===== src/rtl/cnn_layer_accel_result_packer.sv =====
// Packs the quad's 16-bit result stream into 128-bit words and queues them for the host write path.
// Define CNN_LAYER_ACCEL_PACKER_ZERO_PAD_EN to zero the unused lanes of a partial closing word.
module cnn_layer_accel_result_packer #(
  parameter int unsigned C_DATA_WIDTH = 16,
  parameter int unsigned C_LANES      = 8,
  parameter int unsigned C_FIFO_DEPTH = 4
) (
  input  logic                                clk_if,
  input  logic                                rst_n,
  input  logic                                result_valid,
  output logic                                result_accept,
  input  logic [C_DATA_WIDTH-1:0]             result_data,
  input  logic                                result_flush,
  output logic                                out_valid,
  input  logic                                out_ready,
  output logic [C_DATA_WIDTH*C_LANES-1:0]     out_data,
  output logic [C_LANES-1:0]                  out_keep,
  output logic                                out_last,
  output logic [$clog2(C_FIFO_DEPTH+1)-1:0]   fifo_count
);

  localparam int unsigned WordW    = C_DATA_WIDTH * C_LANES;
  localparam int unsigned LaneIdxW = (C_LANES > 1) ? $clog2(C_LANES) : 1;
  localparam int unsigned PtrW     = (C_FIFO_DEPTH > 1) ? $clog2(C_FIFO_DEPTH) : 1;
  localparam int unsigned CntW     = $clog2(C_FIFO_DEPTH + 1);

  localparam logic [LaneIdxW-1:0] LastLane  = LaneIdxW'(C_LANES - 1);
  localparam logic [CntW-1:0]     FullCount = CntW'(C_FIFO_DEPTH);

  typedef logic [C_LANES-1:0][C_DATA_WIDTH-1:0] lanes_t;

  // Accumulator state
  lanes_t                lane_q, lane_d;
  logic [LaneIdxW-1:0]   lane_idx_q, lane_idx_d;
  logic                  flush_pend_q, flush_pend_d;

  // Word FIFO state
  logic [WordW-1:0]      mem_data_q [C_FIFO_DEPTH];
  logic [C_LANES-1:0]    mem_keep_q [C_FIFO_DEPTH];
  logic                  mem_last_q [C_FIFO_DEPTH];
  logic [PtrW-1:0]       wr_ptr_q, wr_ptr_d;
  logic [PtrW-1:0]       rd_ptr_q, rd_ptr_d;
  logic [CntW-1:0]       count_q, count_d;

  // Handshake and push controls
  logic                  fifo_full;
  logic                  beat;
  logic                  flush_req;
  logic                  close_word;
  logic                  pop;
  logic                  push;
  lanes_t                push_data;
  logic [C_LANES-1:0]    push_keep;
  logic                  push_last;

  always_comb begin
    fifo_full     = (count_q == FullCount);
    result_accept = rst_n && !flush_pend_q && !((lane_idx_q == LastLane) && fifo_full);
    beat          = result_valid && result_accept;
    // A flush arriving while one is already pending is dropped.
    flush_req     = result_flush && !flush_pend_q;
    // Pending flush closes only when there is room; beats are blocked meanwhile.
    close_word    = flush_pend_q && !fifo_full;
    out_valid     = (count_q != '0);
    pop           = out_valid && out_ready;
  end

  // Accumulator and flush sequencing
  always_comb begin
    lane_d       = lane_q;
    lane_idx_d   = lane_idx_q;
    flush_pend_d = flush_pend_q;
    push         = 1'b0;
    push_data    = lane_q;
    push_keep    = '0;
    push_last    = 1'b0;

    if (beat) begin
      lane_d[lane_idx_q] = result_data;
      if (lane_idx_q == LastLane) begin
        // A flush coinciding with the final lane marks this word last; no closing word follows.
        push       = 1'b1;
        push_data  = lane_d;
        push_keep  = '1;
        push_last  = flush_req;
        lane_idx_d = '0;
      end else begin
        lane_idx_d   = lane_idx_q + 1'b1;
        flush_pend_d = flush_req;
      end
    end else if (close_word) begin
      push         = 1'b1;
      push_last    = 1'b1;
      lane_idx_d   = '0;
      flush_pend_d = 1'b0;
      for (int unsigned i = 0; i < C_LANES; i++) begin
        push_keep[i] = (LaneIdxW'(i) < lane_idx_q);
`ifdef CNN_LAYER_ACCEL_PACKER_ZERO_PAD_EN
        if (!push_keep[i]) begin
          push_data[i] = '0;
        end
`else
        // An empty closing word carries zero data even without padding.
        if (lane_idx_q == '0) begin
          push_data[i] = '0;
        end
`endif
      end
    end else if (flush_req) begin
      flush_pend_d = 1'b1;
    end
  end

  // FIFO pointer and occupancy
  always_comb begin
    wr_ptr_d = wr_ptr_q;
    rd_ptr_d = rd_ptr_q;
    count_d  = count_q;
    if (push) begin
      wr_ptr_d = wr_ptr_q + 1'b1;
    end
    if (pop) begin
      rd_ptr_d = rd_ptr_q + 1'b1;
    end
    case ({push, pop})
      2'b10:   count_d = count_q + 1'b1;
      2'b01:   count_d = count_q - 1'b1;
      default: count_d = count_q;
    endcase
  end

  always_ff @(posedge clk_if or negedge rst_n) begin
    if (!rst_n) begin
      lane_q       <= '0;
      lane_idx_q   <= '0;
      flush_pend_q <= 1'b0;
      wr_ptr_q     <= '0;
      rd_ptr_q     <= '0;
      count_q      <= '0;
    end else begin
      lane_q       <= lane_d;
      lane_idx_q   <= lane_idx_d;
      flush_pend_q <= flush_pend_d;
      wr_ptr_q     <= wr_ptr_d;
      rd_ptr_q     <= rd_ptr_d;
      count_q      <= count_d;
    end
  end

  always_ff @(posedge clk_if or negedge rst_n) begin
    if (!rst_n) begin
      for (int unsigned i = 0; i < C_FIFO_DEPTH; i++) begin
        mem_data_q[i] <= '0;
        mem_keep_q[i] <= '0;
        mem_last_q[i] <= 1'b0;
      end
    end else if (push) begin
      mem_data_q[wr_ptr_q] <= push_data;
      mem_keep_q[wr_ptr_q] <= push_keep;
      mem_last_q[wr_ptr_q] <= push_last;
    end
  end

  // Head of the FIFO is presented directly; idle outputs read as zero.
  always_comb begin
    out_data   = out_valid ? mem_data_q[rd_ptr_q] : '0;
    out_keep   = out_valid ? mem_keep_q[rd_ptr_q] : '0;
    out_last   = out_valid ? mem_last_q[rd_ptr_q] : 1'b0;
    fifo_count = count_q;
  end

`ifndef SYNTHESIS
  push_never_full_a : assert property (@(posedge clk_if) disable iff (!rst_n)
    !(push && fifo_full));

  stall_holds_word_a : assert property (@(posedge clk_if) disable iff (!rst_n)
    (out_valid && !out_ready) |=> (out_valid && $stable(out_data) && $stable(out_keep)
                                   && $stable(out_last)));

  count_in_range_a : assert property (@(posedge clk_if) disable iff (!rst_n)
    count_q <= FullCount);
`endif

endmodule


===== config.mk =====
export PLATFORM = sky130hd
export DESIGN_NAME = cnn_layer_accel_result_packer
export DESIGN_NICKNAME = d
export VERILOG_FILES = /design/src/rtl/cnn_layer_accel_result_packer.sv
export SDC_FILE = /design/constraint.sdc
export NUM_CORES = 1
export LEC_CHECK = 0
export CAP_MARGIN = 10
export CORE_ASPECT_RATIO = 0.75
export CORE_MARGIN = 1.5
export CORE_UTILIZATION = 30
export CTS_CLUSTER_SIZE = 40
export DETAILED_ROUTE_END_ITERATION = 8
export SYNTH_ARGS = -nofsm -noshare
export SYNTH_HDL_FRONTEND = slang
export SYNTH_SLANG_ARGS = --single-unit

===== constraint.sdc =====
create_clock -name clk_if -period 4.9 [get_ports clk_if]
set_input_delay 0.49 -clock clk_if [delete_from_list [all_inputs] [get_ports clk_if]]
set_output_delay 0.49 -clock clk_if [all_outputs]
set_load 0.01 [all_outputs]

==> impl_metrics.env <==
export IMPL_dr_pass1_iters=5
export IMPL_grt_pass1_vias=20600
export IMPL_cpMaxStageDelayCell="dfrtp_1"
export IMPL_tightest_slew_ps=1120
export IMPL_cts_path_max_buffers=3
export IMPL_r2r_start="lane_idx_q[2]"
export IMPL_yosysTopAreaCellShare_pct=54.6
export IMPL_power_leakage_nw=15.6
export IMPL_netSwitchingPower_w=0.00915
export IMPL_final_area_um2=36900
export IMPL_clkSlewWorstSetupHoldPaths_ps=60
export IMPL_crit_chain="ha_1 -> nand4bb_1 -> buf_4 -> and3b_1 -> clkdlybuf4s50_1"
export IMPL_r2r_setup_slack_ps=1330
export IMPL_clock_sinks=687
export IMPL_crit_path_start="lane_idx_q[2]"
export IMPL_routed_via_density=5.19
export IMPL_grt_pass1_wl_um=139000
export IMPL_cts_setup_buffers=0
export IMPL_placedCellCount=3861
export IMPL_numPortBuffers=162
export IMPL_avgSynthCellArea_um2=12.7
export IMPL_layout_drive_gt1_share_pct=27.2
export IMPL_gr_total_overflow=0
export IMPL_period_share_pct=79.9
export IMPL_pwr_share_comb_pct=43.3
export IMPL_drv_cap=0
export IMPL_utilization_pct=35.6
export IMPL_yosys_cell_count_top_type="dfrtp_1"
export IMPL_core_area_um2=104000
export IMPL_start_kind="register"
export IMPL_synth_fp_nets=2501
export IMPL_synthFlopType="dfrtp_1"
export IMPL_timing_final_crit_period_ps=3920
export IMPL_powerDensity_nw_per_um2=711
export IMPL_drtAntennaViolNets=0
export IMPL_wire_per_inst_um=23.1
export IMPL_io_pins=163
export IMPL_cp_data_required_time_ps=4410
export IMPL_drc=0
export IMPL_pwr_share_clk_pct=20.8
export IMPL_switching_share_pct=34.9
export IMPL_ys_async_sr_fraction_pct=100
export IMPL_antenna_found_initial=14
export IMPL_area_growth_pct=17.2
export IMPL_totalPowerFinal_w=0.0262
export IMPL_end_kind="output pin"
export IMPL_vdd_drop_max_mv=0.428
export IMPL_drt_wl_total_um=92200
export IMPL_relSlewSlack_pct=25.3
export IMPL_fin_setup_tns_ps=0
export IMPL_reg2reg_to="mem_data_q[133]"
export IMPL_seq_power_share_pct=35.9
export IMPL_synthTopCellsByCount="dfrtp_1 (687), mux2_2 (368), nor2_1 (278)"
export IMPL_routed_via_count=20700
export IMPL_crit_fanout=19
export IMPL_grt_usage_pct=17.3
export IMPL_synth_edf_count=0
export IMPL_outcome="complete, no violations"
export IMPL_synth_area_um2=31500
export IMPL_dieArea_um2=107000
export IMPL_fmax_mhz=255
export IMPL_gp_congestion=0.797
export IMPL_numCtsBuffers=72
export IMPL_max_stage_delay_ps=810
export IMPL_ys_warn_count=0
export IMPL_finalSetupViolations=0
export IMPL_initial_core_util_pct=30.4
export IMPL_hold_path_class="input port to async pin"
export IMPL_post_cts_resized=0
export IMPL_hpwl_um=56600
export IMPL_synth_top_area_cell="dfrtp_1"
export IMPL_drt_iter0_drc=1720
export IMPL_cts_tree="built"
export IMPL_drv_slew=0
export IMPL_cp_arrival_ps=3430
export IMPL_rsz0062_at_grt="no"
export IMPL_path_class="register to output pin"
export IMPL_internal_power_w=0.0171
export IMPL_nets=2562
export IMPL_rows=102
export IMPL_htree_levels=3
export IMPL_place_area_um2=34600
export IMPL_synth_area_top_cells="dfrtp_1 (55%), mux2_2 (13%), mux4_2 (9.8%), nor2_1 (3.3%), and2_1 (3.1%)"
export IMPL_ys_types=51
export IMPL_clock_root_buffer="clkbuf_16"
export IMPL_syn_inst=2471
export IMPL_yosys_register_bits=687
export IMPL_insertion_delay_ps=620
export IMPL_final_cells=3996
export IMPL_finalClockSkew_ps=23.9
export IMPL_die_h_um=284
export IMPL_grt_max_degree=175
export IMPL_ff2ff_path_depth=6
export IMPL_yosysSeqAreaShare_pct=54.6
export IMPL_die_w_um=377
export IMPL_hold_viol=0
-- flip-flops by register name, indices dropped and copies added (netlist names) --
name	flops
lane_idx_q	3
wr_ptr_q	2
mem_keep_q	32
flush_pend_q	1
rd_ptr_q	2
mem_last_q	4
lane_q	128
mem_data_q	512
fifo_count	3
-- worst max-delay path by stage --
stage                      endpoint  slack (ps)  cells after the start
finish                result_accept         980                      5
global route          result_accept         710                      5
CTS                    out_data[36]         910                      4
detailed placement  mem_data_q[133]        1460                      6
global placement    mem_data_q[394]        1460                      6
floorplan             fifo_count[2]        2540                     11
-- critical path: cells and delay by family (launching register included) --
family | cells | cell delay [ps]
buffers and inverters | 2 | 890
flip-flops | 1 | 810
AND/OR/NAND/NOR | 2 | 790
adder cells (fa/ha/maj) | 1 | 310
-- kinds of logic (layout without fill, tap and decap cells) --
group / after synthesis / count (layout) / synth area share, %
buffers and inverters: 249 / 364 / 3.51
AND/OR/NAND/NOR: 585 / 585 / 9.23
AO/OA/AOI/OAI: 404 / 404 / 8.27
adder cells (fa/ha/maj): 9 / 9 / 0.381
flip-flops: 687 / 687 / 54.6
other: 0 / 6 / 0
XOR/XNOR: 6 / 6 / 0.167
multiplexers: 531 / 531 / 23.9
-- repair_timing --
action                                 in CTS  in global routing
hold buffers                                1                  0
endpoints found under the hold margin      46                  0
setup endpoints to repair                   0                  0
-- power by group through the flow --
| stage | Clock (W) | Combinational (W) | Sequential, W |
|---|---|---|---|
| 2_1_floorplan | 0 | 0.00740 | 0.00891 |
| 3_3_place_gp | 0 | 0.0114 | 0.00943 |
| 3_5_place_dp | 0 | 0.0115 | 0.00950 |
| 4_1_cts | 0.00556 | 0.0116 | 0.00942 |
| 5_1_grt | 0.00579 | 0.0124 | 0.00974 |
| 6_report | 0.00545 | 0.0114 | 0.00942 |
-- per-stage QoR --
step                      hold slack [ps]  setup WS (ps)
after floorplan                       194           2540
after global placement                450           1460
after detailed placement              448           1460
after CTS                             415            914
after global routing                  416            714
final                                 405            983
-- metal layers --
metal	global-route usage, %	share of wire (%)	vias to the layer above
li1	-	-	9151
met5	0	0.014	-
met4	4.16	2.0	2
met3	4.25	7.7	109
met1	26.1	47	10800
met2	24.5	43	683
-- cells in the final DEF, fill, tap and decap left out, types with 8 or more instances in the layout --
cell type	synthesis	layout
mux2_1	25	25
a32o_1	49	49
nand2_1	34	34
a21oi_1	142	142
ha_1	8	8
clkbuf_1	133	16
mux4_2	137	137
a31oi_1	133	133
inv_1	13	13
clkbuf_8	0	13
buf_12	0	19
clkbuf_16	0	74
clkdlybuf4s50_1	0	161
a32oi_1	28	28
nor2_1	278	278
o22a_1	8	8
clkinv_2	0	12
o22ai_1	17	17
nand3_1	67	67
o21ai_0	23	23
dfrtp_1	687	685
and2_1	157	157
mux2_2	368	368
buf_4	8	41
and3_1	14	10
-- layout make-up --
type / count / area (um^2)
Fill cell: 10100 / 66700
Sequential cell: 687 / 17200
Clock inverter: 25 / 239
Multi-Input combinational cell: 1535 / 13300
Tap cell: 1404 / 1760
Timing Repair Buffer: 223 / 2320
Antenna cell: 6 / 15.0
Inverter: 13 / 48.8
Clock buffer: 103 / 2090
No activity file was read; power rests on OpenSTA's default activity.
